File: config.mk
export PLATFORM = sky130hd
export DESIGN_NAME = aip_port_arbiter_flat
export DESIGN_NICKNAME = d
export VERILOG_FILES = /design/src/rtl/aip_port_arbiter_pkg.sv /design/src/rtl/aip_port_arbiter_if.sv /design/src/rtl/aip_rr_arb2.sv /design/src/rtl/aip_port_arbiter.sv /design/src/flat_wrapper.sv
export SDC_FILE = /design/constraint.sdc
export NUM_CORES = 1
export LEC_CHECK = 0
export CAP_MARGIN = 10
export CORE_MARGIN = 1.5
export CORE_UTILIZATION = 60
export DETAILED_ROUTE_END_ITERATION = 8
export DONT_BUFFER_PORTS = 1
export HOLD_SLACK_MARGIN = 0.05
export PLACE_DENSITY = 0.76
export SYNTH_ARGS = -nofsm -noshare
export SYNTH_HDL_FRONTEND = slang
export SYNTH_SLANG_ARGS = --single-unit
File: constraint.sdc
create_clock -name clk -period 6.65 [get_ports clk]
set_clock_uncertainty 0.15 [all_clocks]
set_input_delay 1.995 -clock clk [delete_from_list [all_inputs] [get_ports clk]]
set_output_delay 1.995 -clock clk [all_outputs]
set_load 0.03 [all_outputs]
File: src/rtl/aip_port_arbiter_pkg.sv
// Shared definitions for the two-port AIP arbiter: op encodings and FSM states.
package aip_port_arbiter_pkg;

  localparam logic [1:0] OP_READ  = 2'b00;
  localparam logic [1:0] OP_WRITE = 2'b01;
  localparam logic [1:0] OP_START = 2'b10;
  localparam logic [1:0] OP_RSVD  = 2'b11;

  typedef enum logic [1:0] {
    ST_IDLE    = 2'd0,
    ST_ISSUE   = 2'd1,
    ST_WAIT_RD = 2'd2,
    ST_DONE    = 2'd3
  } state_e;

endpackage

File: src/rtl/aip_port_arbiter_if.sv
// Bundle of requester, AIP core and status signals shared by the arbiter and its environment.
// Handshake: a requester raises reqN_valid with op/conf/wdata/lock held stable until reqN_done
// pulses for one cycle; in the following cycle it must drop valid or present a new request.
interface aip_port_arbiter_if
  import aip_port_arbiter_pkg::*;
#(
  parameter int DATA_W = 32,
  parameter int CONF_W = 5
) ();

  logic              req0_valid;
  logic [1:0]        req0_op;
  logic [CONF_W-1:0] req0_conf;
  logic [DATA_W-1:0] req0_wdata;
  logic              req0_lock;
  logic              req0_done;
  logic [DATA_W-1:0] req0_rdata;
  logic              req0_int;
  logic              req0_int_clr;

  logic              req1_valid;
  logic [1:0]        req1_op;
  logic [CONF_W-1:0] req1_conf;
  logic [DATA_W-1:0] req1_wdata;
  logic              req1_lock;
  logic              req1_done;
  logic [DATA_W-1:0] req1_rdata;
  logic              req1_int;
  logic              req1_int_clr;

  logic [CONF_W-1:0] aip_conf;
  logic              aip_read;
  logic              aip_write;
  logic              aip_start;
  logic [DATA_W-1:0] aip_data_in;
  logic [DATA_W-1:0] aip_data_out;
  logic              aip_int;

  logic              core_busy;
  logic              owner;
  state_e            dbg_state;

  modport slave (
    input  req0_valid, req0_op, req0_conf, req0_wdata, req0_lock, req0_int_clr,
    input  req1_valid, req1_op, req1_conf, req1_wdata, req1_lock, req1_int_clr,
    output req0_done, req0_rdata, req0_int, req1_done, req1_rdata, req1_int,
    output aip_conf, aip_read, aip_write, aip_start, aip_data_in,
    input  aip_data_out, aip_int,
    output core_busy, owner, dbg_state
  );

  modport master (
    output req0_valid, req0_op, req0_conf, req0_wdata, req0_lock, req0_int_clr,
    output req1_valid, req1_op, req1_conf, req1_wdata, req1_lock, req1_int_clr,
    input  req0_done, req0_rdata, req0_int, req1_done, req1_rdata, req1_int,
    input  aip_conf, aip_read, aip_write, aip_start, aip_data_in,
    output aip_data_out, aip_int,
    input  core_busy, owner, dbg_state
  );

endinterface

File: src/rtl/aip_rr_arb2.sv
// Two-input round-robin arbiter; a requester finishing with lock set keeps exclusive access.
module aip_rr_arb2 (
  input  logic       clk,
  input  logic       rst,
  input  logic [1:0] req_i,
  input  logic       accept_i,
  input  logic       release_i,
  input  logic       release_lock_i,
  input  logic       release_idx_i,
  output logic       gnt_valid_o,
  output logic       gnt_idx_o
);

  logic       prio_q;
  logic       lock_q;
  logic       lock_own_q;
  logic [1:0] eff;

  always_comb begin
    eff = req_i & (lock_q ? (lock_own_q ? 2'b10 : 2'b01) : 2'b11);
    gnt_valid_o = |eff;
    gnt_idx_o   = (eff == 2'b11) ? prio_q : eff[1];
  end

  // Tie priority goes to whichever requester was not granted last.
  always_ff @(posedge clk or posedge rst) begin
    if (rst) begin
      prio_q     <= 1'b0;
      lock_q     <= 1'b0;
      lock_own_q <= 1'b0;
    end else begin
      if (accept_i) prio_q <= ~gnt_idx_o;
      if (release_i) begin
        lock_q     <= release_lock_i;
        lock_own_q <= release_idx_i;
      end
    end
  end

endmodule

File: src/rtl/aip_port_arbiter.sv
// Shares one AIP core between the CPU bridge (0) and the NIC (1); tracks core ownership and done flags.
module aip_port_arbiter
  import aip_port_arbiter_pkg::*;
#(
  parameter int DATA_W = 32,
  parameter int CONF_W = 5,
  parameter int RD_LAT = 1
) (
  input logic            clk,
  input logic            rst,
  aip_port_arbiter_if.slave bus
);

  localparam logic [1:0] WAIT_INIT = 2'(RD_LAT - 1);

  state_e            state_q;
  logic              gnt_q;
  logic [1:0]        op_q;
  logic              lock_q;
  logic [1:0]        cnt_q;
  logic [CONF_W-1:0] conf_q;
  logic              rd_q, wr_q, st_q;
  logic [DATA_W-1:0] din_q;
  logic [1:0]        done_q;
  logic [1:0]        int_q;
  logic [DATA_W-1:0] rdata0_q, rdata1_q;
  logic              busy_q, owner_q, aip_int_prev_q;

  logic [1:0]        elig;
  logic              gnt_valid, gnt_idx, accept, int_rise;
  logic [1:0]        int_set, int_clr;
  logic [1:0]        sel_op;
  logic [CONF_W-1:0] sel_conf;
  logic [DATA_W-1:0] sel_wdata;
  logic              sel_lock;

  assign elig[0] = bus.req0_valid & ~((bus.req0_op == OP_START) & busy_q);
  assign elig[1] = bus.req1_valid & ~((bus.req1_op == OP_START) & busy_q);

  assign sel_op    = gnt_idx ? bus.req1_op    : bus.req0_op;
  assign sel_conf  = gnt_idx ? bus.req1_conf  : bus.req0_conf;
  assign sel_wdata = gnt_idx ? bus.req1_wdata : bus.req0_wdata;
  assign sel_lock  = gnt_idx ? bus.req1_lock  : bus.req0_lock;

  assign accept   = (state_q == ST_IDLE) & gnt_valid;
  assign int_rise = bus.aip_int & ~aip_int_prev_q;
  assign int_set  = (busy_q & int_rise) ? (owner_q ? 2'b10 : 2'b01) : 2'b00;
  assign int_clr  = {bus.req1_int_clr, bus.req0_int_clr};

  aip_rr_arb2 u_arb (
    .clk            (clk),
    .rst            (rst),
    .req_i          (elig),
    .accept_i       (accept),
    .release_i      (state_q == ST_DONE),
    .release_lock_i (lock_q),
    .release_idx_i  (gnt_q),
    .gnt_valid_o    (gnt_valid),
    .gnt_idx_o      (gnt_idx)
  );

  always_ff @(posedge clk or posedge rst) begin
    if (rst) begin
      state_q        <= ST_IDLE;
      gnt_q          <= 1'b0;
      op_q           <= OP_READ;
      lock_q         <= 1'b0;
      cnt_q          <= 2'd0;
      conf_q         <= '0;
      rd_q           <= 1'b0;
      wr_q           <= 1'b0;
      st_q           <= 1'b0;
      din_q          <= '0;
      done_q         <= 2'b00;
      int_q          <= 2'b00;
      rdata0_q       <= '0;
      rdata1_q       <= '0;
      busy_q         <= 1'b0;
      owner_q        <= 1'b0;
      aip_int_prev_q <= 1'b0;
    end else begin
      aip_int_prev_q <= bus.aip_int;
      // A set in the same cycle as a clear leaves the flag high.
      int_q <= int_set | (int_q & ~int_clr);
      if (int_set != 2'b00) busy_q <= 1'b0;

      case (state_q)
        ST_IDLE: begin
          if (accept) begin
            gnt_q   <= gnt_idx;
            op_q    <= sel_op;
            lock_q  <= sel_lock;
            conf_q  <= sel_conf;
            state_q <= ST_ISSUE;
            case (sel_op)
              OP_READ:  rd_q <= 1'b1;
              OP_WRITE: begin
                wr_q  <= 1'b1;
                din_q <= sel_wdata;
              end
              OP_START: begin
                st_q    <= 1'b1;
                busy_q  <= 1'b1;
                owner_q <= gnt_idx;
              end
              default: ;
            endcase
          end
        end
        ST_ISSUE: begin
          rd_q <= 1'b0;
          wr_q <= 1'b0;
          st_q <= 1'b0;
          if (op_q == OP_READ) begin
            cnt_q   <= WAIT_INIT;
            state_q <= ST_WAIT_RD;
          end else begin
            done_q[gnt_q] <= 1'b1;
            state_q       <= ST_DONE;
          end
        end
        ST_WAIT_RD: begin
          if (cnt_q == 2'd0) begin
            if (gnt_q) rdata1_q <= bus.aip_data_out;
            else       rdata0_q <= bus.aip_data_out;
            done_q[gnt_q] <= 1'b1;
            state_q       <= ST_DONE;
          end else begin
            cnt_q <= cnt_q - 2'd1;
          end
        end
        ST_DONE: begin
          done_q  <= 2'b00;
          state_q <= ST_IDLE;
        end
        default: state_q <= ST_IDLE;
      endcase
    end
  end

  assign bus.aip_conf    = conf_q;
  assign bus.aip_read    = rd_q;
  assign bus.aip_write   = wr_q;
  assign bus.aip_start   = st_q;
  assign bus.aip_data_in = din_q;
  assign bus.req0_done   = done_q[0];
  assign bus.req1_done   = done_q[1];
  assign bus.req0_rdata  = rdata0_q;
  assign bus.req1_rdata  = rdata1_q;
  assign bus.req0_int    = int_q[0];
  assign bus.req1_int    = int_q[1];
  assign bus.core_busy   = busy_q;
  assign bus.owner       = owner_q;
  assign bus.dbg_state   = state_q;

endmodule

File: src/flat_wrapper.sv
// flat-port wrapper written by rule: the top's interface ports become plain ports
module aip_port_arbiter_flat import aip_port_arbiter_pkg::*;
#(
  parameter int DATA_W = 32,
  parameter int CONF_W = 5,
  parameter int RD_LAT = 1
)
  (clk, rst, bus_req0_valid, bus_req0_op, bus_req0_conf, bus_req0_wdata, bus_req0_lock, bus_req0_int_clr, bus_req1_valid, bus_req1_op, bus_req1_conf, bus_req1_wdata, bus_req1_lock, bus_req1_int_clr, bus_req0_done, bus_req0_rdata, bus_req0_int, bus_req1_done, bus_req1_rdata, bus_req1_int, bus_aip_conf, bus_aip_read, bus_aip_write, bus_aip_start, bus_aip_data_in, bus_aip_data_out, bus_aip_int, bus_core_busy, bus_owner, bus_dbg_state);
  aip_port_arbiter_if #(.DATA_W(DATA_W), .CONF_W(CONF_W)) bus_i ();
  input logic clk;
  input logic rst;
  input wire logic [$bits(bus_i.req0_valid)-1:0] bus_req0_valid;
  input wire logic [$bits(bus_i.req0_op)-1:0] bus_req0_op;
  input wire logic [$bits(bus_i.req0_conf)-1:0] bus_req0_conf;
  input wire logic [$bits(bus_i.req0_wdata)-1:0] bus_req0_wdata;
  input wire logic [$bits(bus_i.req0_lock)-1:0] bus_req0_lock;
  input wire logic [$bits(bus_i.req0_int_clr)-1:0] bus_req0_int_clr;
  input wire logic [$bits(bus_i.req1_valid)-1:0] bus_req1_valid;
  input wire logic [$bits(bus_i.req1_op)-1:0] bus_req1_op;
  input wire logic [$bits(bus_i.req1_conf)-1:0] bus_req1_conf;
  input wire logic [$bits(bus_i.req1_wdata)-1:0] bus_req1_wdata;
  input wire logic [$bits(bus_i.req1_lock)-1:0] bus_req1_lock;
  input wire logic [$bits(bus_i.req1_int_clr)-1:0] bus_req1_int_clr;
  output wire logic [$bits(bus_i.req0_done)-1:0] bus_req0_done;
  output wire logic [$bits(bus_i.req0_rdata)-1:0] bus_req0_rdata;
  output wire logic [$bits(bus_i.req0_int)-1:0] bus_req0_int;
  output wire logic [$bits(bus_i.req1_done)-1:0] bus_req1_done;
  output wire logic [$bits(bus_i.req1_rdata)-1:0] bus_req1_rdata;
  output wire logic [$bits(bus_i.req1_int)-1:0] bus_req1_int;
  output wire logic [$bits(bus_i.aip_conf)-1:0] bus_aip_conf;
  output wire logic [$bits(bus_i.aip_read)-1:0] bus_aip_read;
  output wire logic [$bits(bus_i.aip_write)-1:0] bus_aip_write;
  output wire logic [$bits(bus_i.aip_start)-1:0] bus_aip_start;
  output wire logic [$bits(bus_i.aip_data_in)-1:0] bus_aip_data_in;
  input wire logic [$bits(bus_i.aip_data_out)-1:0] bus_aip_data_out;
  input wire logic [$bits(bus_i.aip_int)-1:0] bus_aip_int;
  output wire logic [$bits(bus_i.core_busy)-1:0] bus_core_busy;
  output wire logic [$bits(bus_i.owner)-1:0] bus_owner;
  output wire logic [$bits(bus_i.dbg_state)-1:0] bus_dbg_state;
  assign bus_i.req0_valid = bus_req0_valid;
  assign bus_i.req0_op = bus_req0_op;
  assign bus_i.req0_conf = bus_req0_conf;
  assign bus_i.req0_wdata = bus_req0_wdata;
  assign bus_i.req0_lock = bus_req0_lock;
  assign bus_i.req0_int_clr = bus_req0_int_clr;
  assign bus_i.req1_valid = bus_req1_valid;
  assign bus_i.req1_op = bus_req1_op;
  assign bus_i.req1_conf = bus_req1_conf;
  assign bus_i.req1_wdata = bus_req1_wdata;
  assign bus_i.req1_lock = bus_req1_lock;
  assign bus_i.req1_int_clr = bus_req1_int_clr;
  assign bus_req0_done = bus_i.req0_done;
  assign bus_req0_rdata = bus_i.req0_rdata;
  assign bus_req0_int = bus_i.req0_int;
  assign bus_req1_done = bus_i.req1_done;
  assign bus_req1_rdata = bus_i.req1_rdata;
  assign bus_req1_int = bus_i.req1_int;
  assign bus_aip_conf = bus_i.aip_conf;
  assign bus_aip_read = bus_i.aip_read;
  assign bus_aip_write = bus_i.aip_write;
  assign bus_aip_start = bus_i.aip_start;
  assign bus_aip_data_in = bus_i.aip_data_in;
  assign bus_i.aip_data_out = bus_aip_data_out;
  assign bus_i.aip_int = bus_aip_int;
  assign bus_core_busy = bus_i.core_busy;
  assign bus_owner = bus_i.owner;
  assign bus_dbg_state = bus_i.dbg_state;
  aip_port_arbiter #(.DATA_W(DATA_W), .CONF_W(CONF_W), .RD_LAT(RD_LAT)) u_core (.clk(clk), .rst(rst), .bus(bus_i));
endmodule
==> impl_metrics.yaml, run 1 <==
hold_path:
  min_from: "u_core.cnt_q[0]"
  min_path_type: "flop to flop"
drt:
  avgRoutedWirePerCell_um: 20.0
  first_pass_iters: 4
  ant_nets: 0
  drc: 0
  via_per_inst: 5.98
  num_vias: 3132
  drt-initial-drc-count: 74
  totalWireLength_mm: 10.5
global_route:
  grt_pass1_vias: 3224
  antenna_found_initial: 0
  track_usage_pct: 22.6
  grt-ovfl-total: 0
  grt_max_degree: 68
  grt_pass1_wl_mm: 15.5
worst_setup_path:
  crit_path_top_delay_cell: "nand2_2"
  startpoint_type: "input port"
  required_ns: 6.87
  r2r-start: "u_core.bus.dbg_state[0]"
  cp_top_family: "simple AND/OR/NAND/NOR gates"
  startpoint: "bus_req1_op[0]"
  max_stage_delay_ns: 0.76
  crit_arrival_ns: 3.60
  crit_path_cell_trace: "nand3b_1 > and3_1 > nand2_2 > mux2i_1 > o21ai_0"
  crit_path_end_kind: "flop"
  crit_fanout: 33
  critPathKind: "input port to flop"
  crit_buf_inv: 0
cts:
  cts_setup_buffers: 0
  cts.sinks: 122
  cts_buffers: 17
  cts.htree.levels: 4
  clkTransAtPathRegs_ns: 0.06
  cts_tree: "yes"
  clk_path_buf_depth: 2
  cts_root_buf: "clkbuf_8"
  cts_resized: 0
  clkLatencyLatePin_ns: 0.51
  ctsHoldBuffers: 0
yosys:
  synth-seq-area-share_pct: 58.6
  synth_cells: 405
  ys_ff_latch: 122
  ys.warnings.count: 0
  synth.avg_cell_area_sq_um: 12.9
  synth_cell_types: 40
  synth_area_sq_um: 5210
  syn_nets: 529
timing:
  fmax_mhz: 295
  slew_headroom_pct: 34.0
  timing.final.crit_period_ns: 3.39
  tns_ns: 0
  hold_viol: 0
  worst_slew_pin_slew_ns: 0.987
  maxSlewViolCount: 0
  min_period_over_period_pct: 51.0
  finalSetupViolations: 0
  rsz0062_at_grt: "false"
place:
  finalWeightedCongestion: 0.796
  placed_area_sq_um: 5230
  numPortBuffers: 0
  hpwlAfterDp_mm: 7.58
status:
  outcome: "finished clean"
pwr:
  p_leak_uw: 0.00271
  vdd_drop_max_uv: 268
  power.density_nw_per_um2: 625
job:
  cap_violations: 0
finish:
  mostFrequentLayoutCell: "dfrtp_1"
  area_growth_pct: 11.2
  fin_util_pct: 69.8
  final_cell_mix: "122 x dfrtp_1, 67 x mux2_2, 44 x nand2_1"
  fin_area_sq_um: 5790
  antennaDiodeCount: 0
  nets: 531
  drive_above_1_share_pct: 26.5
floorplan:
  initial_core_util_pct: 62.7
  fp-row-count: 33
  dieWidth_um: 96.2
  core_region_area_sq_um: 8300
  io_pins: 231
  die_area_sq_um: 9250
  die_h_um: 96.2
synth_stat cells:
cell type	instances	share of area, %
a21boi_2	1	0.22
a22oi_2	1	0.24
nor2b_1	3	0.36
or2_2	1	0.12
buf_6	7	1.5
ha_1	5	1.2
o21ai_0	30	2.9
a21o_1	1	0.14
a221o_1	6	1.2
o21ai_1	9	0.86
nand2_1	44	3.2
nand2b_1	2	0.24
mux2i_1	32	6.2
nand4b_1	3	0.50
and2_1	2	0.24
a21oi_2	1	0.17
a21oi_1	6	0.58
a32o_1	2	0.38
inv_1	12	0.86
clkbuf_1	3	0.22
a21oi_4	1	0.31
and3_1	8	0.96
mux2_2	67	14
a2bb2oi_1	1	0.17
dfrtp_1	122	59
nand3_1	1	0.096
and4b_1	1	0.19
nor2_2	1	0.12
a211oi_1	2	0.29
buf_2	8	0.77
a31oi_1	1	0.12
nor2_1	6	0.43
buf_4	3	0.43
nand3b_1	3	0.43
o22ai_2	1	0.24
o31ai_1	2	0.29
o22ai_1	3	0.36
o22a_1	1	0.17
a22o_1	1	0.17
nand2_2	1	0.12
kinds of logic after synthesis:
group / share of synthesized area [%]
flip-flops: 58.6
AND/OR/NAND/NOR: 6.99
buffers and inverters: 3.80
adder cells (fa/ha/maj): 1.20
multiplexers: 20.6
AO/OA/AOI/OAI: 8.75
flip-flops by register name, indices dropped and copies added (netlist names), 2 cells and up:
signal and cells:
u_core.bus.req1_rdata 32, u_core.bus.req0_rdata 32, u_core.op_q 2, u_core.bus.dbg_state 2
u_core.int_q 2, u_core.cnt_q 2, u_core.bus.aip_conf 5, u_core.done_q 2
u_core.bus.aip_data_in 32
path summary, 6_finish.rpt:
check / end / slack, ns / depth (start not counted)
worst min-delay path: u_core.cnt_q[0] / 0.34 / 1
worst min register to register: u_core.cnt_q[0] / 0.34 / 1
min in group asynchronous: u_core.bus.req0_rdata[14] / 1.31 / 1
worst max register to register: u_core.bus.aip_data_in[24] / 3.83 / 8
max in group asynchronous: u_core.bus.req0_rdata[28] / 3.78 / 2
worst max-delay path: u_core.bus.aip_data_in[23] / 3.26 / 5
per-layer routing:
| metal | share of wire, % | up-vias | track usage, % |
|---|---|---|---|
| li1 | - | 1437 | - |
| met1 | 36 | 1493 | 25.0 |
| met2 | 50 | 181 | 37.7 |
| met3 | 12 | 21 | 11.0 |
| met4 | 1.4 | 0 | 8.33 |
| met5 | 0 | - | 0 |
metrics by stage:
step	power [uW]	hold slack, ns	worst slack [ns]	std cells
global route	3810	0.375	3.13	524
floorplan	2600	0.297	1.26	405
global placement	2730	0.319	2.79	493
finish	3620	0.338	3.26	524
detailed placement	2790	0.335	2.74	493
CTS	3650	0.342	3.29	524
power by group:
group	switching, uW	leakage (uW)	internal (uW)
combinational	342	0.000957	391
sequential	935	0.00147	1090
clock	333	0.000274	532
area by class of cell:
class / instances / area [sq um]
flip-flops and latches: 122 / 3050
fillers: 580 / 2510
multi-input cells: 250 / 1960
clock buffers: 17 / 414
clock inverters: 14 / 151
well taps: 105 / 131
inverters: 12 / 47.5
repair buffers: 4 / 30.0
Note: power is estimated with default switching activity, not from simulation.
==> inputs of run 2 (changes only) <==
clock period = 3.4 ns   (was 6.65 ns; I/O delays follow)
==> run 2 against run 1 <==
Routed wire length grew 2.0%. Register-to-register slack lost 2.9 ns. Via count shrank 0.54%. Flip-flop and latch count is the same. Non-clock buffer count grew 4. Die area is the same. Sequential share of layout area shrank 0.36 points. Clock power grew 94%. Clock-buffer cell count is the same.
==> impl_metrics.yaml, run 2 (same netlist as run 1, synthesis figures left out) <==
cts:
  cts.sinks: 122
  cts_setup_buffers: 0
  cts_root_buf: "clkbuf_8"
  ctsHoldBuffers: 0
  cts.htree.levels: 4
  cts_tree: "yes"
  cts_buffers: 17
  clkTransAtPathRegs_ns: 0.06
  clk_path_buf_depth: 2
  cts_resized: 0
  clkLatencyLatePin_ns: 0.49
finish:
  area_growth_pct: 12.0
  nets: 535
  drive_above_1_share_pct: 27.2
  mostFrequentLayoutCell: "dfrtp_1"
  final_cell_mix: "122 x dfrtp_1, 67 x mux2_2, 44 x nand2_1"
  fillers: 583
  antennaDiodeCount: 0
timing:
  tns_ns: 0
  fmax_mhz: 400
  rsz0062_at_grt: "false"
  timing.final.crit_period_ns: 2.50
  setup_ws_ns: 0.898
  hold_viol: 0
  worst_slew_pin_slew_ns: 0.772
  maxSlewViolCount: 0
  fin_hold_ws_ns: 0.338
  slew_headroom_pct: 48.5
  min_period_over_period_pct: 73.6
  finalSetupViolations: 0
floorplan:
  io_pins: 231
  fp-row-count: 33
  core_region_area_sq_um: 8300
  initial_core_util_pct: 62.7
  die_area_sq_um: 9250
  dieWidth_um: 96.2
  die_h_um: 96.2
worst_setup_path:
  r2r_end: "u_core.bus.aip_data_in[30]"
  critPathKind: "flop to flop"
  rr_worst_depth: 8
  startpoint: "u_core.bus.dbg_state[0]"
  crit_arrival_ns: 2.71
  required_ns: 3.61
  startpoint_type: "flop"
  crit_path_end_kind: "flop"
  crit_fanout: 66
  endpoint: "u_core.bus.aip_data_in[30]"
  worst-r2r-setup-slack_ns: 0.90
  r2r-start: "u_core.bus.dbg_state[0]"
place:
  numPortBuffers: 0
  pre_cts_ws_ns: 0.724
  hpwlAfterDp_mm: 7.70
  finalWeightedCongestion: 0.782
pwr:
  power.total_uw: 7100
  p_leak_uw: 0.00273
  vdd_drop_max_uv: 558
  power.density_nw_per_um2: 1220
drt:
  avgRoutedWirePerCell_um: 20.3
  ant_nets: 0
  num_vias: 3115
  via_per_inst: 5.90
  totalWireLength_mm: 10.7
  drt-initial-drc-count: 68
  first_pass_iters: 4
  drc: 0
status:
  outcome: "finished clean"
job:
  cap_violations: 0
hold_path:
  min_path_type: "flop to flop"
  min_from: "u_core.aip_int_prev_q"
global_route:
  track_usage_pct: 22.9
  grt-ovfl-total: 0
  antenna_found_initial: 0
  grt_pass1_vias: 3215
  grt_pass1_wl_mm: 15.7
  grt_max_degree: 67
run 2: cell types whose count changed in the layout (fill, tap and decap cells not counted):
cell / change
clkinvlp_4: +1
inv_4: -1
inv_6: +1
buf_12: +1
clkinv_2: +1
clkinv_4: -2
buf_4: +3
run 2: layout make-up:
cell class | instances | area, sq um | share of cell area (%)
Multi-Input combinational cell | 250 | 1960 | 33.7
Clock inverter | 14 | 148 | 2.53
Tap cell | 105 | 131 | 2.25
Inverter | 12 | 48.8 | 0.837
Clock buffer | 17 | 414 | 7.10
Timing Repair Buffer | 8 | 72.6 | 1.24
Sequential cell | 122 | 3050 | 52.3
run 2: per-stage QoR:
stage | area, sq um | util (%) | std cells
finish | 5830 | 70.3 | 528
CTS | 5830 | 70.3 | 528
detailed placement | 5270 | 63.5 | 497
global route | 5830 | 70.3 | 528
global placement | 5270 | 63.5 | 497
floorplan | 5210 | - | 405
run 2: worst min-delay path by stage:
stage,end,slack [ns],cells after the start
after floorplan,u_core.cnt_q[0],0.30,1
after global placement,u_core.cnt_q[0],0.31,1
after detailed placement,u_core.bus.core_busy,0.32,2
after CTS,u_core.bus.core_busy,0.34,2
after global routing,u_core.bus.core_busy,0.37,2
final,u_core.bus.core_busy,0.34,2
run 2: routing by layer:
metal	track usage [%]	part of all wire [%]	vias up
li1	-	-	1449
met1	25.9	37	1500
met2	38.6	51	157
met3	9.48	11	9
met4	9.07	0.91	0
met5	0	0	-
run 2: power breakdown:
part / switching (uW) / total, uW / internal [uW]
clock: 638 / 1680 / 1040
sequential: 1840 / 3960 / 2130
combinational: 680 / 1460 / 779
total: 3150 / 7100 / 3950
run 2: worst max-delay path, cell delays in order, from the launching register on:
cell and delay, ns:
dfrtp_1 0.55, inv_1 0.17, ha_1 0.41, nand4b_1 0.28
a21oi_2 0.31, o22ai_4 0.10, buf_12 0.19, nand2_1 0.08
o21ai_0 0.09
==> inputs of run 3 (changes only) <==
CORE_UTILIZATION = 57   (was 60)
PLACE_DENSITY = 0.75   (was 0.76)
clock period = 2.2 ns   (was 3.4 ns; I/O delays follow)
==> run 3 against run 2 <==
The flow now finishes with violations (DRC). Die area grew 5.1%. Sequential share of layout area shrank 1.5 points. Sequential power grew 53%. Via count grew 2.6%. Clock power grew 70%. Design area grew 3.0%. Highest routed layer unchanged.
==> impl_metrics.yaml, run 3 (same netlist as run 1, synthesis figures left out) <==
pwr:
  vdd_drop_max_uv: 748
  p_leak_uw: 0.00281
  power.density_nw_per_um2: 1900
drt:
  num_vias: 3197
  first_pass_iters: 7
  drc: 18
  via_per_inst: 5.93
  avgRoutedWirePerCell_um: 20.2
  drt-initial-drc-count: 107
  ant_nets: 0
  totalWireLength_mm: 10.9
place:
  numPortBuffers: 0
  placed_area_sq_um: 5380
  finalWeightedCongestion: 0.815
  place_inst: 507
  hpwlAfterDp_mm: 7.98
timing:
  hold_viol: 0
  rsz0062_at_grt: "false"
  min_period_over_period_pct: 92.1
  fin_hold_ws_ns: 0.0850
  slew_headroom_pct: 59.5
  worst_slew_pin_slew_ns: 0.608
  fmax_mhz: 494
  timing.final.crit_period_ns: 2.03
  maxSlewViolCount: 0
  finalSetupViolations: 0
  tns_ns: 0
worst_setup_path:
  crit_path_end_kind: "flop"
  startpoint: "u_core.bus.dbg_state[1]"
  crit_buf_inv: 3
  max_stage_delay_ns: 0.37
  cp_top_family: "compound AO/OA/AOI/OAI gates"
  crit_path_top_delay_cell: "dfrtp_1"
  crit_arrival_ns: 2.24
  critPathKind: "flop to flop"
  crit_path_cell_trace: "inv_1 > ha_1 > buf_4 > nand4b_1 > a21oi_2 > o22ai_4 > buf_12 > nand2_1 > o21ai_0"
  required_ns: 2.41
  r2r-start: "u_core.bus.dbg_state[1]"
  crit_fanout: 41
  startpoint_type: "flop"
global_route:
  grt_pass1_wl_mm: 17.4
  grt_pass1_vias: 3343
  grt-ovfl-total: 0
  grt_max_degree: 123
  antenna_found_initial: 0
  track_usage_pct: 23.4
finish:
  area_growth_pct: 15.4
  fin_cells: 539
  drive_above_1_share_pct: 28.5
  fin_util_pct: 68.2
  final_cell_mix: "122 x dfrtp_1, 67 x mux2_2, 44 x nand2_1"
  fillers: 643
  antennaDiodeCount: 0
  nets: 543
  fin_area_sq_um: 6010
  mostFrequentLayoutCell: "dfrtp_1"
status:
  outcome: "complete, but fails checks"
  violations: "DRC"
floorplan:
  core_region_area_sq_um: 8810
  die_h_um: 98.6
  die_area_sq_um: 9720
  io_pins: 231
  fp-row-count: 34
  initial_core_util_pct: 59.1
  dieWidth_um: 98.6
cts:
  clk_path_buf_depth: 2
  cts.htree.levels: 4
  cts_tree: "yes"
  cts.sinks: 122
  clkTransAtPathRegs_ns: 0.06
  clkLatencyLatePin_ns: 0.49
  cts_root_buf: "clkbuf_8"
  cts_buffers: 17
  cts_setup_buffers: 0
hold_path:
  min_path_type: "input port to asynchronous set/reset pin"
job:
  cap_violations: 0
[run 3: final timing paths]
path,cells after the start,end,slack (ns)
setup / recovery,9,u_core.bus.aip_data_in[29],0.17
hold / removal,2,u_core.bus.aip_data_in[17],0.09
setup reg to reg,9,u_core.bus.aip_data_in[29],0.17
hold reg to reg,1,u_core.cnt_q[0],0.36
max in group asynchronous,2,u_core.bus.req1_rdata[11],1.39
min in group clk,1,u_core.int_q[1],0.11
[run 3: report_power, final]
| group | switching, uW | leakage, uW | internal, uW |
|---|---|---|---|
| registers | 2770 | 0.00147 | 3290 |
| logic | 1180 | 0.00104 | 1310 |
| clock network | 981 | 0.000294 | 1870 |
| total | 4930 | 0.00281 | 6480 |
[run 3: cell type report]
class,instances,area [sq um],share of cell area (%)
Clock buffer,18,428,7.12
Clock inverter,13,191,3.19
Timing Repair Buffer,16,185,3.08
Sequential cell,122,3050,50.8
Tap cell,108,135,2.25
Multi-Input combinational cell,250,1970,32.7
Inverter,12,48.8,0.812
[run 3: stage by stage]
step,worst slack (ns),power (uW)
after floorplan,-0.107,7850
after detailed placement,-0.0452,8620
after global placement,0.0259,8430
after CTS,0.120,11500
after global routing,0.0225,12000
final,0.175,11400
[run 3: timing repair]
| action | in CTS | in global routing |
|---|---|---|
| setup endpoints to repair | 0 | 1 |
| hold buffers | 1 | 0 |
| resized for setup | 0 | 1 |
| endpoints found under the hold margin | 1 | 0 |
[run 3: layer usage]
metal	routed length [um]	global-route usage, %
met1	4000	27.2
met2	5770	40.3
met5	0	0
met3	1100	9.08
met4	39	7.25
